`src/rtl/sdram_pattern_tester_pkg.sv`:
```
// Shared types and helpers for the SDRAM pattern tester.
package sdram_tester_pkg;

  typedef enum logic [2:0] {
    ST_INIT,
    ST_IDLE,
    ST_WRITE,
    ST_GAP,
    ST_READ
  } state_e;

  typedef enum logic [1:0] {
    MODE_INC  = 2'd0,
    MODE_WALK = 2'd1,
    MODE_ADDR = 2'd2,
    MODE_INV  = 2'd3
  } mode_e;

  // Word address of word 'index' within burst 'region'; callers truncate to ADDR_W.
  function automatic logic [63:0] word_addr(input logic [63:0] base,
                                            input logic [31:0] region,
                                            input logic [31:0] burst_len,
                                            input logic [31:0] index);
    return base + 64'(region) * 64'(burst_len) + 64'(index);
  endfunction

endpackage

```
`src/rtl/sdram_pattern_tester_if.sv`:
```
// Burst request/ack bus between the pattern tester (master) and the SDRAM controller (slave).
interface sdram_pattern_tester_if #(
  parameter int unsigned DATA_W = 16,
  parameter int unsigned ADDR_W = 24
);
  logic              sdram_init_done;
  logic              sdram_wr_req;
  logic              sdram_rd_req;
  logic              sdram_wr_ack;
  logic              sdram_rd_ack;
  logic [ADDR_W-1:0] sys_wraddr;
  logic [ADDR_W-1:0] sys_rdaddr;
  logic [9:0]        sdwr_byte;
  logic [9:0]        sdrd_byte;
  logic [DATA_W-1:0] sys_data_in;
  logic [DATA_W-1:0] sys_data_out;

  modport master (
    input  sdram_init_done, sdram_wr_ack, sdram_rd_ack, sys_data_out,
    output sdram_wr_req, sdram_rd_req, sys_wraddr, sys_rdaddr,
           sdwr_byte, sdrd_byte, sys_data_in
  );

  modport slave (
    output sdram_init_done, sdram_wr_ack, sdram_rd_ack, sys_data_out,
    input  sdram_wr_req, sdram_rd_req, sys_wraddr, sys_rdaddr,
           sdwr_byte, sdrd_byte, sys_data_in
  );
endinterface

```
`src/rtl/sdram_pattern_gen.sv`:
```
// Combinational test-pattern generator: (mode, word index, region, seed) -> data word.
module sdram_pattern_gen
  import sdram_tester_pkg::*;
#(
  parameter int unsigned DATA_W    = 16,
  parameter int unsigned ADDR_W    = 24,
  parameter int unsigned BURST_LEN = 512,
  parameter int unsigned BASE_ADDR = 0,
  parameter int unsigned IDX_W     = 9,
  parameter int unsigned REG_W     = 2
) (
  input  mode_e             mode,
  input  logic [IDX_W-1:0]  index,
  input  logic [REG_W-1:0]  region,
  input  logic [7:0]        seed,
  output logic [DATA_W-1:0] word
);

  logic [ADDR_W-1:0] waddr;
  logic [DATA_W-1:0] sum;

  assign waddr = ADDR_W'(word_addr(64'(BASE_ADDR), 32'(region), 32'(BURST_LEN), 32'(index)));
  assign sum   = DATA_W'(seed) + DATA_W'(index);

  // Pattern select
  always_comb begin
    word = '0;
    case (mode)
      MODE_INC:  word = sum;
      MODE_WALK: word = DATA_W'(1) << (32'(index) % DATA_W);
      MODE_ADDR: word = DATA_W'(waddr);
      MODE_INV:  word = ~sum;
      default:   word = '0;
    endcase
  end

endmodule

```
`src/rtl/sdram_pattern_tester.sv`:
```
// SDRAM pattern tester: writes a patterned burst, waits, reads it back and verifies.
// Optional macro SDRAM_TESTER_ERRLOG_EN adds err_cnt and first_fail_addr outputs.
module sdram_pattern_tester
  import sdram_tester_pkg::*;
#(
  parameter int unsigned DATA_W     = 16,
  parameter int unsigned ADDR_W     = 24,
  parameter int unsigned BURST_LEN  = 512,
  parameter int unsigned REGION_CNT = 4,
  parameter int unsigned BASE_ADDR  = 0,
  parameter int unsigned INTERVAL   = 99_999_999
) (
  input  logic                  clk,
  input  logic                  rst,
  input  logic                  enable,
  input  logic [1:0]            mode,
  sdram_pattern_tester_if.master sd,
  output logic                  busy,
  output logic                  error,
  output logic [15:0]           pass_cnt
`ifdef SDRAM_TESTER_ERRLOG_EN
  ,
  output logic [15:0]           err_cnt,
  output logic [ADDR_W-1:0]     first_fail_addr
`endif
);

  localparam int unsigned IDX_W = $clog2(BURST_LEN);
  localparam int unsigned REG_W = (REGION_CNT > 1) ? $clog2(REGION_CNT) : 1;

  state_e            state, state_nx;
  mode_e             mode_q;
  logic [IDX_W-1:0]  idx;
  logic [REG_W-1:0]  region;
  logic [31:0]       ivl_cnt;
  logic [DATA_W-1:0] exp_word;
  logic              ivl_done, last_word, mismatch;

  assign ivl_done  = (ivl_cnt == INTERVAL);
  assign last_word = (idx == IDX_W'(BURST_LEN - 1));
  assign mismatch  = (state == ST_READ) && sd.sdram_rd_ack && (sd.sys_data_out != exp_word);

  assign sd.sys_wraddr = ADDR_W'(word_addr(64'(BASE_ADDR), 32'(region), 32'(BURST_LEN), 32'd0));
  assign sd.sys_rdaddr = sd.sys_wraddr;
  assign sd.sdwr_byte  = 10'(BURST_LEN);
  assign sd.sdrd_byte  = 10'(BURST_LEN);

  sdram_pattern_gen #(
    .DATA_W(DATA_W), .ADDR_W(ADDR_W), .BURST_LEN(BURST_LEN),
    .BASE_ADDR(BASE_ADDR), .IDX_W(IDX_W), .REG_W(REG_W)
  ) u_gen_wr (
    .mode(mode_q), .index(idx), .region(region), .seed(pass_cnt[7:0]), .word(sd.sys_data_in)
  );

  sdram_pattern_gen #(
    .DATA_W(DATA_W), .ADDR_W(ADDR_W), .BURST_LEN(BURST_LEN),
    .BASE_ADDR(BASE_ADDR), .IDX_W(IDX_W), .REG_W(REG_W)
  ) u_gen_rd (
    .mode(mode_q), .index(idx), .region(region), .seed(pass_cnt[7:0]), .word(exp_word)
  );

  // State register
  always_ff @(posedge clk) begin
    if (rst) state <= ST_INIT;
    else     state <= state_nx;
  end

  // Next-state and request/busy decode
  always_comb begin
    state_nx        = state;
    sd.sdram_wr_req = 1'b0;
    sd.sdram_rd_req = 1'b0;
    busy            = 1'b0;
    case (state)
      ST_INIT:  if (sd.sdram_init_done) state_nx = ST_IDLE;
      ST_IDLE:  if (ivl_done && enable) state_nx = ST_WRITE;
      ST_WRITE: begin
        sd.sdram_wr_req = 1'b1;
        busy            = 1'b1;
        if (sd.sdram_wr_ack && last_word) state_nx = ST_GAP;
      end
      ST_GAP: begin
        busy = 1'b1;
        if (ivl_done) state_nx = ST_READ;
      end
      ST_READ: begin
        sd.sdram_rd_req = 1'b1;
        busy            = 1'b1;
        if (sd.sdram_rd_ack && last_word) state_nx = ST_IDLE;
      end
      default: state_nx = ST_INIT;
    endcase
  end

  // Word index, interval counter, mode latch, pass/region bookkeeping and error flag
  always_ff @(posedge clk) begin
    if (rst) begin
      idx      <= '0;
      ivl_cnt  <= '0;
      mode_q   <= MODE_INC;
      region   <= '0;
      pass_cnt <= '0;
      error    <= 1'b0;
    end else begin
      // Index and interval counter restart on every state entry; IDLE holds at terminal count.
      if (state_nx != state) begin
        idx     <= '0;
        ivl_cnt <= '0;
      end else begin
        if ((state == ST_WRITE && sd.sdram_wr_ack) || (state == ST_READ && sd.sdram_rd_ack))
          idx <= idx + 1'b1;
        if ((state == ST_IDLE || state == ST_GAP) && !ivl_done)
          ivl_cnt <= ivl_cnt + 32'd1;
      end
      if (state == ST_IDLE && state_nx == ST_WRITE)
        mode_q <= mode_e'(mode);
      if (mismatch)
        error <= 1'b1;
      if (state == ST_READ && sd.sdram_rd_ack && last_word) begin
        pass_cnt <= pass_cnt + 16'd1;
        if (region == REG_W'(REGION_CNT - 1)) region <= '0;
        else                                  region <= region + 1'b1;
      end
    end
  end

`ifdef SDRAM_TESTER_ERRLOG_EN
  // Mismatch counter (saturating) and address of the first failing word
  always_ff @(posedge clk) begin
    if (rst) begin
      err_cnt         <= '0;
      first_fail_addr <= '0;
    end else if (mismatch) begin
      if (err_cnt != '1) err_cnt <= err_cnt + 16'd1;
      if (!error)
        first_fail_addr <= ADDR_W'(word_addr(64'(BASE_ADDR), 32'(region), 32'(BURST_LEN), 32'(idx)));
    end
  end
`endif

endmodule

```
`src/flat_wrapper.sv`:
```
// flat-port wrapper written by rule: the top's interface ports become plain ports
module sdram_pattern_tester_flat import sdram_tester_pkg::*;
#(
  parameter int unsigned DATA_W     = 16,
  parameter int unsigned ADDR_W     = 24,
  parameter int unsigned BURST_LEN  = 512,
  parameter int unsigned REGION_CNT = 4,
  parameter int unsigned BASE_ADDR  = 0,
  parameter int unsigned INTERVAL   = 99_999_999
)
  (clk, rst, enable, mode, busy, error, pass_cnt, sd_sdram_init_done, sd_sdram_wr_ack, sd_sdram_rd_ack, sd_sys_data_out, sd_sdram_wr_req, sd_sdram_rd_req, sd_sys_wraddr, sd_sys_rdaddr, sd_sdwr_byte, sd_sdrd_byte, sd_sys_data_in);
  sdram_pattern_tester_if #(.DATA_W(DATA_W), .ADDR_W(ADDR_W)) sd_i ();
  input  logic clk;
  input  logic rst;
  input  logic enable;
  input  logic [1:0] mode;
  output logic busy;
  output logic error;
  output logic [15:0] pass_cnt;
  input wire logic [$bits(sd_i.sdram_init_done)-1:0] sd_sdram_init_done;
  input wire logic [$bits(sd_i.sdram_wr_ack)-1:0] sd_sdram_wr_ack;
  input wire logic [$bits(sd_i.sdram_rd_ack)-1:0] sd_sdram_rd_ack;
  input wire logic [$bits(sd_i.sys_data_out)-1:0] sd_sys_data_out;
  output wire logic [$bits(sd_i.sdram_wr_req)-1:0] sd_sdram_wr_req;
  output wire logic [$bits(sd_i.sdram_rd_req)-1:0] sd_sdram_rd_req;
  output wire logic [$bits(sd_i.sys_wraddr)-1:0] sd_sys_wraddr;
  output wire logic [$bits(sd_i.sys_rdaddr)-1:0] sd_sys_rdaddr;
  output wire logic [$bits(sd_i.sdwr_byte)-1:0] sd_sdwr_byte;
  output wire logic [$bits(sd_i.sdrd_byte)-1:0] sd_sdrd_byte;
  output wire logic [$bits(sd_i.sys_data_in)-1:0] sd_sys_data_in;
  assign sd_i.sdram_init_done = sd_sdram_init_done;
  assign sd_i.sdram_wr_ack = sd_sdram_wr_ack;
  assign sd_i.sdram_rd_ack = sd_sdram_rd_ack;
  assign sd_i.sys_data_out = sd_sys_data_out;
  assign sd_sdram_wr_req = sd_i.sdram_wr_req;
  assign sd_sdram_rd_req = sd_i.sdram_rd_req;
  assign sd_sys_wraddr = sd_i.sys_wraddr;
  assign sd_sys_rdaddr = sd_i.sys_rdaddr;
  assign sd_sdwr_byte = sd_i.sdwr_byte;
  assign sd_sdrd_byte = sd_i.sdrd_byte;
  assign sd_sys_data_in = sd_i.sys_data_in;
  sdram_pattern_tester #(.DATA_W(DATA_W), .ADDR_W(ADDR_W), .BURST_LEN(BURST_LEN), .REGION_CNT(REGION_CNT), .BASE_ADDR(BASE_ADDR), .INTERVAL(INTERVAL)) u_core (.clk(clk), .rst(rst), .enable(enable), .mode(mode), .sd(sd_i), .busy(busy), .error(error), .pass_cnt(pass_cnt));
endmodule
```
`config.mk`:
```
export PLATFORM = sky130hd
export DESIGN_NAME = sdram_pattern_tester_flat
export DESIGN_NICKNAME = d
export VERILOG_FILES = /design/src/rtl/sdram_pattern_tester_pkg.sv /design/src/rtl/sdram_pattern_tester_if.sv /design/src/rtl/sdram_pattern_gen.sv /design/src/rtl/sdram_pattern_tester.sv /design/src/flat_wrapper.sv
export SDC_FILE = /design/constraint.sdc
export NUM_CORES = 1
export LEC_CHECK = 0
export CORE_MARGIN = 2
export CORE_UTILIZATION = 54
export CTS_CLUSTER_SIZE = 25
export DETAILED_ROUTE_END_ITERATION = 12
export PLACE_DENSITY = 0.92
export SYNTH_ARGS = -nofsm -noshare
export SYNTH_HDL_FRONTEND = slang
export SYNTH_SLANG_ARGS = --single-unit
```
`constraint.sdc`:
```
create_clock -name clk -period 5.3 [get_ports clk]
set_input_delay 1.59 -clock clk [delete_from_list [all_inputs] [get_ports clk]]
set_output_delay 1.59 -clock clk [all_outputs]
set_load 0.02 [all_outputs]
```
==> results.yml, run 1 <==
route:
  antenna_left: 0
  drt_wl_total_mm: 12.5
  routedWlPerCell_um: 15.9
  drt_iter0_markers: 309
  drc_errors: 0
  drtPass1Iterations: 5
  vias_per_cell: 5.65
  via_count: 4464
run:
  drv_cap: 0
global_route:
  grt_max_degree: 42
  grt_overflow: 0
  grt_pass1_vias: 4064
  gr-usage-all-layers: 0.251
  grt_antenna_before_repair: 0
  grt_first_pass_wirelength_mm: 20.1
placement:
  port-buffer-count: 63
  gp_congestion: 0.940
  place_ws_ns: 0.835
  hpwlAfterDp_mm: 9.58
clock_network:
  cts_resized: 0
  clkTransAtPathRegs_ns: 0.08
  numCtsBuffers: 9
  hold_buffers: 0
  root_buffer: "clkbuf_8"
  cts_tree: "yes"
  cts_buffer_depth: 2
  clk_latency_ns: 0.35
  cts.sinks: 65
  post_cts.repair.setup_buffers: 0
  htree_levels: 3
logic_synthesis:
  synth_cells: 626
  synth_ff_type: "dfxtp_1"
  synth_seq_area_share: 0.266
  synth-async-reset-ratio: 0
  synth_edf_count: 0
  yosys_warnings: 0
  ys_seq_elements: 65
  synth.distinct_cells: 72
  avgSynthCellArea_um2: 7.83
  syn_area_mm2: 0.00490
timing:
  tns_ns: 0
  period_minus_slack_ns: 4.89
  rsz0062_at_grt: "false"
  max_freq_ghz: 0.205
  hold_viol: 0
  finalClockSkew_ns: 0.0110
  relSlewSlack: 0.381
  drv_slew: 0
  tightest_slew_ns: 0.927
  setup_ws_ns: 0.411
  finalCritPeriodShare: 0.922
  finalSetupViolCount: 0
critical_path:
  r2r_setup_slack_ns: 2.13
  timing.rr.end: "u_core.pass_cnt[15]"
  critPathSlowestCell: "clkdlybuf4s50_1"
  critPathMaxStageDelay_ns: 0.68
  rr_startpoint: "u_core.idx[2]"
  r2r_cells: 10
  worstPathRequired_ns: 3.71
  cp.arrival_ns: 3.30
  cp-start-kind: "flip-flop"
  cp_cell_sequence: "ha_1, a21oi_1, a21oi_1, a311oi_1, buf_4, o21ai_0, a222oi_1, clkdlybuf4s50_1"
  crit_path_end_kind: "primary output"
  cp_max_fo: 11
  crit_type: "reg2out"
  path_common_cell: "a21oi_1"
power_and_ir_drop:
  p_leak_nw: 2.22
  power_density_mw_per_mm2: 201
  irDropWorstVdd_mv: 0.244
die:
  die_area_mm2: 0.00985
  initial_core_util: 0.559
  core_mm2: 0.00876
  ioPinCount: 128
  dieHeight_um: 99.3
  rows: 34
  fp.dieW_um: 99.3
status:
  status: "complete, no violations"
layout:
  syn2layout_area_growth_pct: 13.3
  num-nets-final: 720
  fillers: 758
  drive_gt1_frac: 0.0543
  num_antenna_cells: 0
hold_path:
  whs_path_depth: 2
  hold_path_class: "reg2reg"
  min-delay-start: "u_core.pass_cnt[15]"
  min_to: "u_core.pass_cnt[15]"
[cells in the mapped netlist (3+ instances only)]
| cell type | n | area, um2 |
|---|---|---|
| mux2i_1 | 10 | 100 |
| nor2_1 | 102 | 383 |
| buf_4 | 66 | 495 |
| nand2_1 | 45 | 169 |
| or3_1 | 8 | 50.1 |
| and4_1 | 3 | 26.3 |
| xnor2_1 | 24 | 210 |
| a32oi_1 | 4 | 35.0 |
| ha_1 | 18 | 225 |
| buf_2 | 6 | 30.0 |
| a21o_1 | 3 | 22.5 |
| a31oi_1 | 6 | 37.5 |
| buf_1 | 5 | 18.8 |
| xor2_1 | 37 | 324 |
| inv_1 | 22 | 82.6 |
| a211oi_1 | 5 | 37.5 |
| clkbuf_1 | 8 | 30.0 |
| dfxtp_1 | 65 | 1300 |
| buf_6 | 6 | 67.6 |
| nor2b_1 | 8 | 50.1 |
| o21ai_0 | 9 | 45.0 |
| and3_1 | 15 | 93.8 |
| a22o_1 | 3 | 26.3 |
| nor3_1 | 7 | 35.0 |
| nand4_1 | 16 | 100 |
| nor4_1 | 5 | 31.3 |
| o211ai_1 | 3 | 22.5 |
| a21oi_1 | 26 | 130 |
| o22ai_1 | 3 | 18.8 |
| nand2b_1 | 6 | 37.5 |
| nand3_1 | 25 | 125 |
| a221oi_1 | 4 | 35.0 |
[cells by family after synthesis]
family | share of synthesized area
DFF | 0.266
AOI/OAI and AO/OA | 0.132
buffers and inverters | 0.149
muxes | 0.0250
xor gates and xnor gates | 0.109
adders and majority gates | 0.0501
and+or+nand+nor | 0.268
other | 0.00153
[state kept, by name, indices dropped and copies added, names as in the netlist]
register,flops
u_core.idx,9
u_core.ivl_cnt,32
u_core.region,2
u_core.pass_cnt,16
u_core.error,1
u_core.state,3
u_core.mode_q,2
[worst max-delay path by stage]
stage                                   from           endpoint  slack [ns]  cells after the start
after CTS                      u_core.idx[0]  sd_sys_data_in[6]        0.45                      9
after global placement         u_core.idx[2]  sd_sys_data_in[6]        0.88                      8
after global routing           u_core.idx[0]  sd_sys_data_in[6]        0.21                      9
after detailed placement       u_core.idx[0]  sd_sys_data_in[6]        0.83                      9
final                          u_core.idx[3]  sd_sys_data_in[5]        0.41                      8
after floorplan           u_core.pass_cnt[3]  sd_sys_data_in[5]        1.29                      6
[layout make-up]
class,count,area (um2),share of cell area
Multi-Input combinational cell,509,3100,0.559
Sequential cell,65,1300,0.234
Tap cell,108,135,0.0243
Clock inverter,7,125,0.0225
Clock buffer,9,124,0.0223
Inverter,23,86.3,0.0156
Timing Repair Buffer,69,676,0.122
[cells in the final DEF, fill, tap and decap left out, types with 3 or more instances in the layout]
| cell type | Yosys | layout |
|---|---|---|
| nand2b_1 | 6 | 6 |
| nor2_1 | 102 | 102 |
| a22o_1 | 3 | 3 |
| nand2_1 | 45 | 45 |
| mux2i_1 | 10 | 10 |
| clkbuf_8 | 0 | 9 |
| bufinv_16 | 0 | 3 |
| nand4_1 | 16 | 16 |
| a31oi_1 | 6 | 6 |
| o22ai_1 | 3 | 3 |
| a21o_1 | 3 | 3 |
| nor3_1 | 7 | 7 |
| inv_1 | 22 | 22 |
| conb_1 | 2 | 64 |
| xor2_1 | 37 | 37 |
| nand3_1 | 25 | 25 |
| a21oi_1 | 26 | 26 |
| a221oi_1 | 4 | 4 |
| and3_1 | 15 | 15 |
| dfxtp_1 | 65 | 65 |
| a211oi_1 | 5 | 5 |
| clkdlybuf4s50_1 | 0 | 63 |
| a32oi_1 | 4 | 4 |
| o21ai_0 | 9 | 9 |
| or3_1 | 8 | 8 |
| nor4_1 | 5 | 5 |
| xnor2_1 | 24 | 24 |
| buf_4 | 66 | 6 |
| and4_1 | 3 | 3 |
| o211ai_1 | 3 | 3 |
| ha_1 | 18 | 18 |
| nor2b_1 | 8 | 8 |
[layer usage]
metal,part of all wire,GRT usage,up-vias
li1,-,-,2145
met1,0.43,0.327,2115
met2,0.49,0.436,188
met3,0.074,0.0436,16
met4,0.012,0.0548,0
met5,0,0,-
[critical path: cells and delay by family, from the launching register on]
family | cells | cell delay (ns)
adder cells (fa/ha/maj) | 1 | 0.38
flip-flops | 1 | 0.57
buffers and inverters | 2 | 0.88
AO/OA/AOI/OAI | 5 | 1.12
[power breakdown]
| part | internal [mW] | leakage (nW) | total [mW] | switching (mW) |
|---|---|---|---|---|
| clock | 0.317 | 0.124 | 0.530 | 0.212 |
| combinational | 0.0259 | 1.58 | 0.0974 | 0.0715 |
| sequential | 0.489 | 0.524 | 0.491 | 0.00162 |
| total | 0.832 | 2.22 | 1.12 | 0.286 |
[through the flow]
stage,utilization,hold slack [ns],instance area [um2],instances,power (mW)
floorplan,-,0.471,5130,688,0.612
global placement,0.605,0.470,5300,774,0.597
detailed placement,0.605,0.497,5300,774,0.598
CTS,0.633,0.512,5550,790,1.13
global route,0.633,0.552,5550,790,1.16
finish,0.633,0.505,5550,790,1.12
(Power assumes the default switching activity.)
==> inputs of run 2 (changes only) <==
Settings changed: CORE_UTILIZATION 54 to 55, CTS_BUF_LIST set to sky130_fd_sc_hd__clkbuf_8, HOLD_SLACK_MARGIN set to 0.08, PLACE_DENSITY 0.92 to 0.94.
==> results.yml, run 2 (synthesis results as in run 1) <==
route:
  antenna_left: 0
  drt_wl_total_mm: 12.6
  vias_per_cell: 5.63
  routedWlPerCell_um: 15.9
  via_count: 4441
  drc_errors: 0
  drtPass1Iterations: 5
  drt_iter0_markers: 233
die:
  die_area_mm2: 0.00968
  ioPinCount: 128
  rows: 34
  initial_core_util: 0.565
  fp.dieW_um: 98.4
  dieHeight_um: 98.4
  core_mm2: 0.00868
timing:
  setup_ws_ns: 0.287
  finalCritPeriodShare: 0.946
  period_minus_slack_ns: 5.01
  hold_viol: 0
  drv_slew: 0
  finalClockSkew_ns: 0.0110
  finalSetupViolCount: 0
  rsz0062_at_grt: "false"
  relSlewSlack: 0.540
  tightest_slew_ns: 0.685
  tns_ns: 0
  max_freq_ghz: 0.199
critical_path:
  path_common_cell: "a21oi_1"
  timing.rr.end: "u_core.pass_cnt[15]"
  worstSetupStartpoint: "u_core.idx[3]"
  cp_cell_sequence: "ha_1, a21oi_1, a21oi_1, a311oi_1, o21ai_0, a222oi_1, clkdlybuf4s50_1"
  crit_type: "reg2out"
  r2r_setup_slack_ns: 2.19
  cp_max_fo: 11
  endpoint: "sd_sys_data_in[5]"
  cp-start-kind: "flip-flop"
  cp.depth: 7
  crit_path_end_kind: "primary output"
  cp_num_buf_inv: 1
  cp_top_family: "compound AO/OA/AOI/OAI gates"
  rr_startpoint: "u_core.idx[2]"
  cp.arrival_ns: 3.42
  r2r_cells: 10
  critPathSlowestCell: "clkdlybuf4s50_1"
  worstPathRequired_ns: 3.71
  critPathMaxStageDelay_ns: 0.66
clock_network:
  cts_tree: "yes"
  cts_buffer_depth: 2
  post_cts.repair.setup_buffers: 0
  cts.sinks: 65
  htree_levels: 3
  clk_latency_ns: 0.35
  numCtsBuffers: 9
  clkTransAtPathRegs_ns: 0.07
  root_buffer: "clkbuf_8"
  cts_resized: 0
  hold_buffers: 0
global_route:
  grt_overflow: 0
  grt_pass1_vias: 4247
  gr-usage-all-layers: 0.257
  grt_first_pass_wirelength_mm: 20.3
  grt_antenna_before_repair: 0
  grt_max_degree: 42
layout:
  num-nets-final: 719
  num_antenna_cells: 0
  mostFrequentLayoutCell: "nor2_1"
  top_register: "u_core.ivl_cnt"
  largest_reg_flops: 32
  fillers: 762
  syn2layout_area_growth_pct: 12.2
  drive_gt1_frac: 0.0514
  reg_top3: "u_core.ivl_cnt: 32 flops, u_core.pass_cnt: 16 flops, u_core.idx: 9 flops"
  final_cell_mix: "nor2_1 (102), dfxtp_1 (65), conb_1 (64)"
placement:
  gp_congestion: 0.975
  port-buffer-count: 63
  hpwlAfterDp_mm: 9.63
  place_ws_ns: 0.732
hold_path:
  hold_path_class: "reg2reg"
status:
  status: "complete, no violations"
power_and_ir_drop:
  power_density_mw_per_mm2: 186
  p_leak_nw: 2.20
  finalPower_mw: 1.02
  irDropWorstVdd_mv: 0.140
run:
  drv_cap: 0
[run 2: changes by cell type in the layout (fill, tap and decap cells not counted)]
| cell | before | now |
|---|---|---|
| bufinv_16 | 3 | 1 |
| buf_4 | 6 | 5 |
| clkbuf_8 | 9 | 10 |
| clkinvlp_4 | 0 | 1 |
| inv_1 | 22 | 23 |
| inv_6 | 2 | 1 |
[run 2: cell type report]
cell class,instances,area [um2],share of cell area
clock inverter,6,67.6,0.0123
sequential,65,1300,0.237
clock buffer,10,138,0.0250
multi-input combinational,509,3100,0.564
tap,108,135,0.0246
timing repair buffer,68,668,0.122
inverter,23,86.3,0.0157
[run 2: per-layer routing]
metal  track usage  share of wire  vias to the layer above
met4        0.0843          0.025                        0
met1         0.323           0.42                     2107
met5             0              0                        -
met3        0.0494          0.068                       31
li1              -              -                     2137
met2         0.444           0.49                      166
[run 2: through the flow]
stage | utilization | cells | cell area (um2) | hold slack (ns)
after floorplan | - | 688 | 5130 | 0.471
after global placement | 0.610 | 773 | 5290 | 0.469
after detailed placement | 0.610 | 773 | 5290 | 0.501
after CTS | 0.634 | 789 | 5500 | 0.511
after global routing | 0.634 | 789 | 5500 | 0.535
final | 0.634 | 789 | 5500 | 0.509
[run 2: worst min path at each step]
stage,startpoint,cells past startpoint,slack (ns),end
2_1_floorplan,u_core.ivl_cnt[24],2,0.47,u_core.ivl_cnt[24]
3_3_place_gp,u_core.pass_cnt[15],2,0.47,u_core.pass_cnt[15]
6_report,u_core.pass_cnt[15],2,0.51,u_core.pass_cnt[15]
4_1_cts,u_core.pass_cnt[15],2,0.51,u_core.pass_cnt[15]
3_5_place_dp,u_core.pass_cnt[15],2,0.50,u_core.pass_cnt[15]
5_1_grt,u_core.pass_cnt[15],2,0.53,u_core.pass_cnt[15]
[run 2: tightest hold or removal path, delay by kind of cell, from the launching register on]
family | cells | cell delay, ns
flops | 1 | 0.32
compound gates | 2 | 0.14
[run 2: power by group]
part / switching (mW) / internal, mW / total (mW)
logic: 0.0721 / 0.0259 / 0.0980
clock network: 0.201 / 0.231 / 0.433
registers: 0.00190 / 0.489 / 0.491
==> inputs of run 3 (changes only) <==
Settings changed: CORE_ASPECT_RATIO set to 1.75.
==> results.yml, run 3 (synthesis results as in run 1) <==
critical_path:
  crit_type: "reg2out"
  cp_cell_sequence: "ha_1, a21oi_1, a21oi_1, a311oi_1, o21ai_0, a222oi_1, clkdlybuf4s50_1"
  cp_num_buf_inv: 1
  critPathMaxStageDelay_ns: 0.65
  critPathSlowestCell: "clkdlybuf4s50_1"
  worstPathRequired_ns: 3.71
  timing.rr.end: "u_core.error"
  cp_top_family: "compound AO/OA/AOI/OAI gates"
  path_common_cell: "a21oi_1"
  r2r_cells: 8
  crit_path_end_kind: "primary output"
  cp-start-kind: "flip-flop"
  cp_max_fo: 11
  r2r_setup_slack_ns: 2.12
  cp.arrival_ns: 3.46
  rr_startpoint: "u_core.mode_q[1]"
clock_network:
  cts.sinks: 65
  root_buffer: "clkbuf_8"
  htree_levels: 3
  post_cts.repair.setup_buffers: 0
  clk_latency_ns: 0.36
  cts_resized: 0
  numCtsBuffers: 9
  cts_tree: "yes"
  hold_buffers: 0
  cts_buffer_depth: 2
  clkTransAtPathRegs_ns: 0.07
timing:
  relSlewSlack: 0.373
  period_minus_slack_ns: 5.05
  rsz0062_at_grt: "false"
  tns_ns: 0
  finalClockSkew_ns: 0.00979
  finalCritPeriodShare: 0.952
  hold_viol: 0
  finalSetupViolCount: 0
  max_freq_ghz: 0.198
  drv_slew: 0
  tightest_slew_ns: 0.939
layout:
  syn2layout_area_growth_pct: 12.7
  top_register: "u_core.ivl_cnt"
  reg_top3: "u_core.ivl_cnt: 32 flops, u_core.pass_cnt: 16 flops, u_core.idx: 9 flops"
  drive_gt1_frac: 0.0542
  num_antenna_cells: 0
  mostFrequentLayoutCell: "nor2_1"
  postLayoutCoreUtil: 0.637
  largest_reg_flops: 32
  num-nets-final: 722
  final_cell_mix: "nor2_1 (102), dfxtp_1 (65), conb_1 (64)"
global_route:
  grt_first_pass_wirelength_mm: 21.7
  grt_antenna_before_repair: 0
  grt_overflow: 0
  grt_pass1_vias: 4464
  grt_max_degree: 42
  gr-usage-all-layers: 0.299
placement:
  hpwlAfterDp_mm: 10.9
  port-buffer-count: 63
  gp_congestion: 1.05
run:
  drv_cap: 0
route:
  antenna_left: 0
  via_count: 4593
  drc_errors: 0
  drtPass1Iterations: 5
  drt_wl_total_mm: 14.4
  routedWlPerCell_um: 17.9
  drt_iter0_markers: 306
  vias_per_cell: 5.74
die:
  initial_core_util: 0.565
  dieHeight_um: 129
  die_area_mm2: 0.00971
  fp.dieW_um: 75.4
  ioPinCount: 128
  core_mm2: 0.00867
  rows: 45
hold_path:
  hold_path_class: "reg2reg"
  min-delay-start: "u_core.pass_cnt[15]"
  whs_path_depth: 2
  min_to: "u_core.pass_cnt[15]"
power_and_ir_drop:
  p_leak_nw: 2.22
  power_density_mw_per_mm2: 184
  irDropWorstVdd_mv: 0.170
status:
  status: "complete, no violations"
## run 3: cell count changes in the layout (fill, tap and decap cells not counted), sizes merged
cell / previous run / this run
buf: 5 / 8
inv: 25 / 24
clkinvlp: 1 / 0
clkbuf: 10 / 11
## run 3: worst max-delay path by stage
stage | start | cells past startpoint | end | slack, ns
final | u_core.idx[3] | 7 | sd_sys_data_in[5] | 0.25
after global routing | u_core.idx[3] | 7 | sd_sys_data_in[5] | 0.03
after CTS | u_core.idx[3] | 7 | sd_sys_data_in[5] | 0.28
after detailed placement | u_core.idx[3] | 7 | sd_sys_data_in[5] | 0.67
after global placement | u_core.idx[3] | 7 | sd_sys_data_in[5] | 0.69
after floorplan | u_core.pass_cnt[3] | 6 | sd_sys_data_in[5] | 1.29
## run 3: report_power, final
part,internal (mW),switching (mW)
Sequential,0.490,0.00175
Combinational,0.0260,0.0743
Clock,0.237,0.186
Total,0.753,0.262
## run 3: worst reg2reg max path: stages (launching register included)
cell      delay, ns
dfxtp_1        0.93
buf_4          0.34
inv_1          0.26
a211oi_1       0.43
or3_1          0.17
nand4_1        0.26
a311oi_1       0.36
and4b_1        0.24
a31oi_1        0.07
## run 3: metal layers
metal,up-vias,GRT usage,part of all wire
met3,88,0.0783,0.063
met2,227,0.516,0.51
li1,2137,-,-
met5,-,0,0
met1,2141,0.283,0.34
met4,0,0.244,0.083
## run 3: metrics by stage
stage          cell area, um2  setup slack [ns]  hold slack (ns)  power [mW]  cells
2_1_floorplan            5130              1.29            0.471       0.612    688
3_3_place_gp             5330             0.686            0.474       0.598    785
3_5_place_dp             5330             0.669            0.500       0.599    785
4_1_cts                  5520             0.278            0.510        1.02    800
5_1_grt                  5520            0.0345            0.567        1.05    800
6_report                 5520             0.252            0.506        1.01    800
## run 3: cell type report
class / count / area, um2
fill: 729 / 3150
multi-input combinational: 509 / 3100
sequential: 65 / 1300
timing repair buffer: 71 / 691
clock buffer: 11 / 151
tap: 117 / 146
inverter: 23 / 86.3
clock inverter: 4 / 43.8
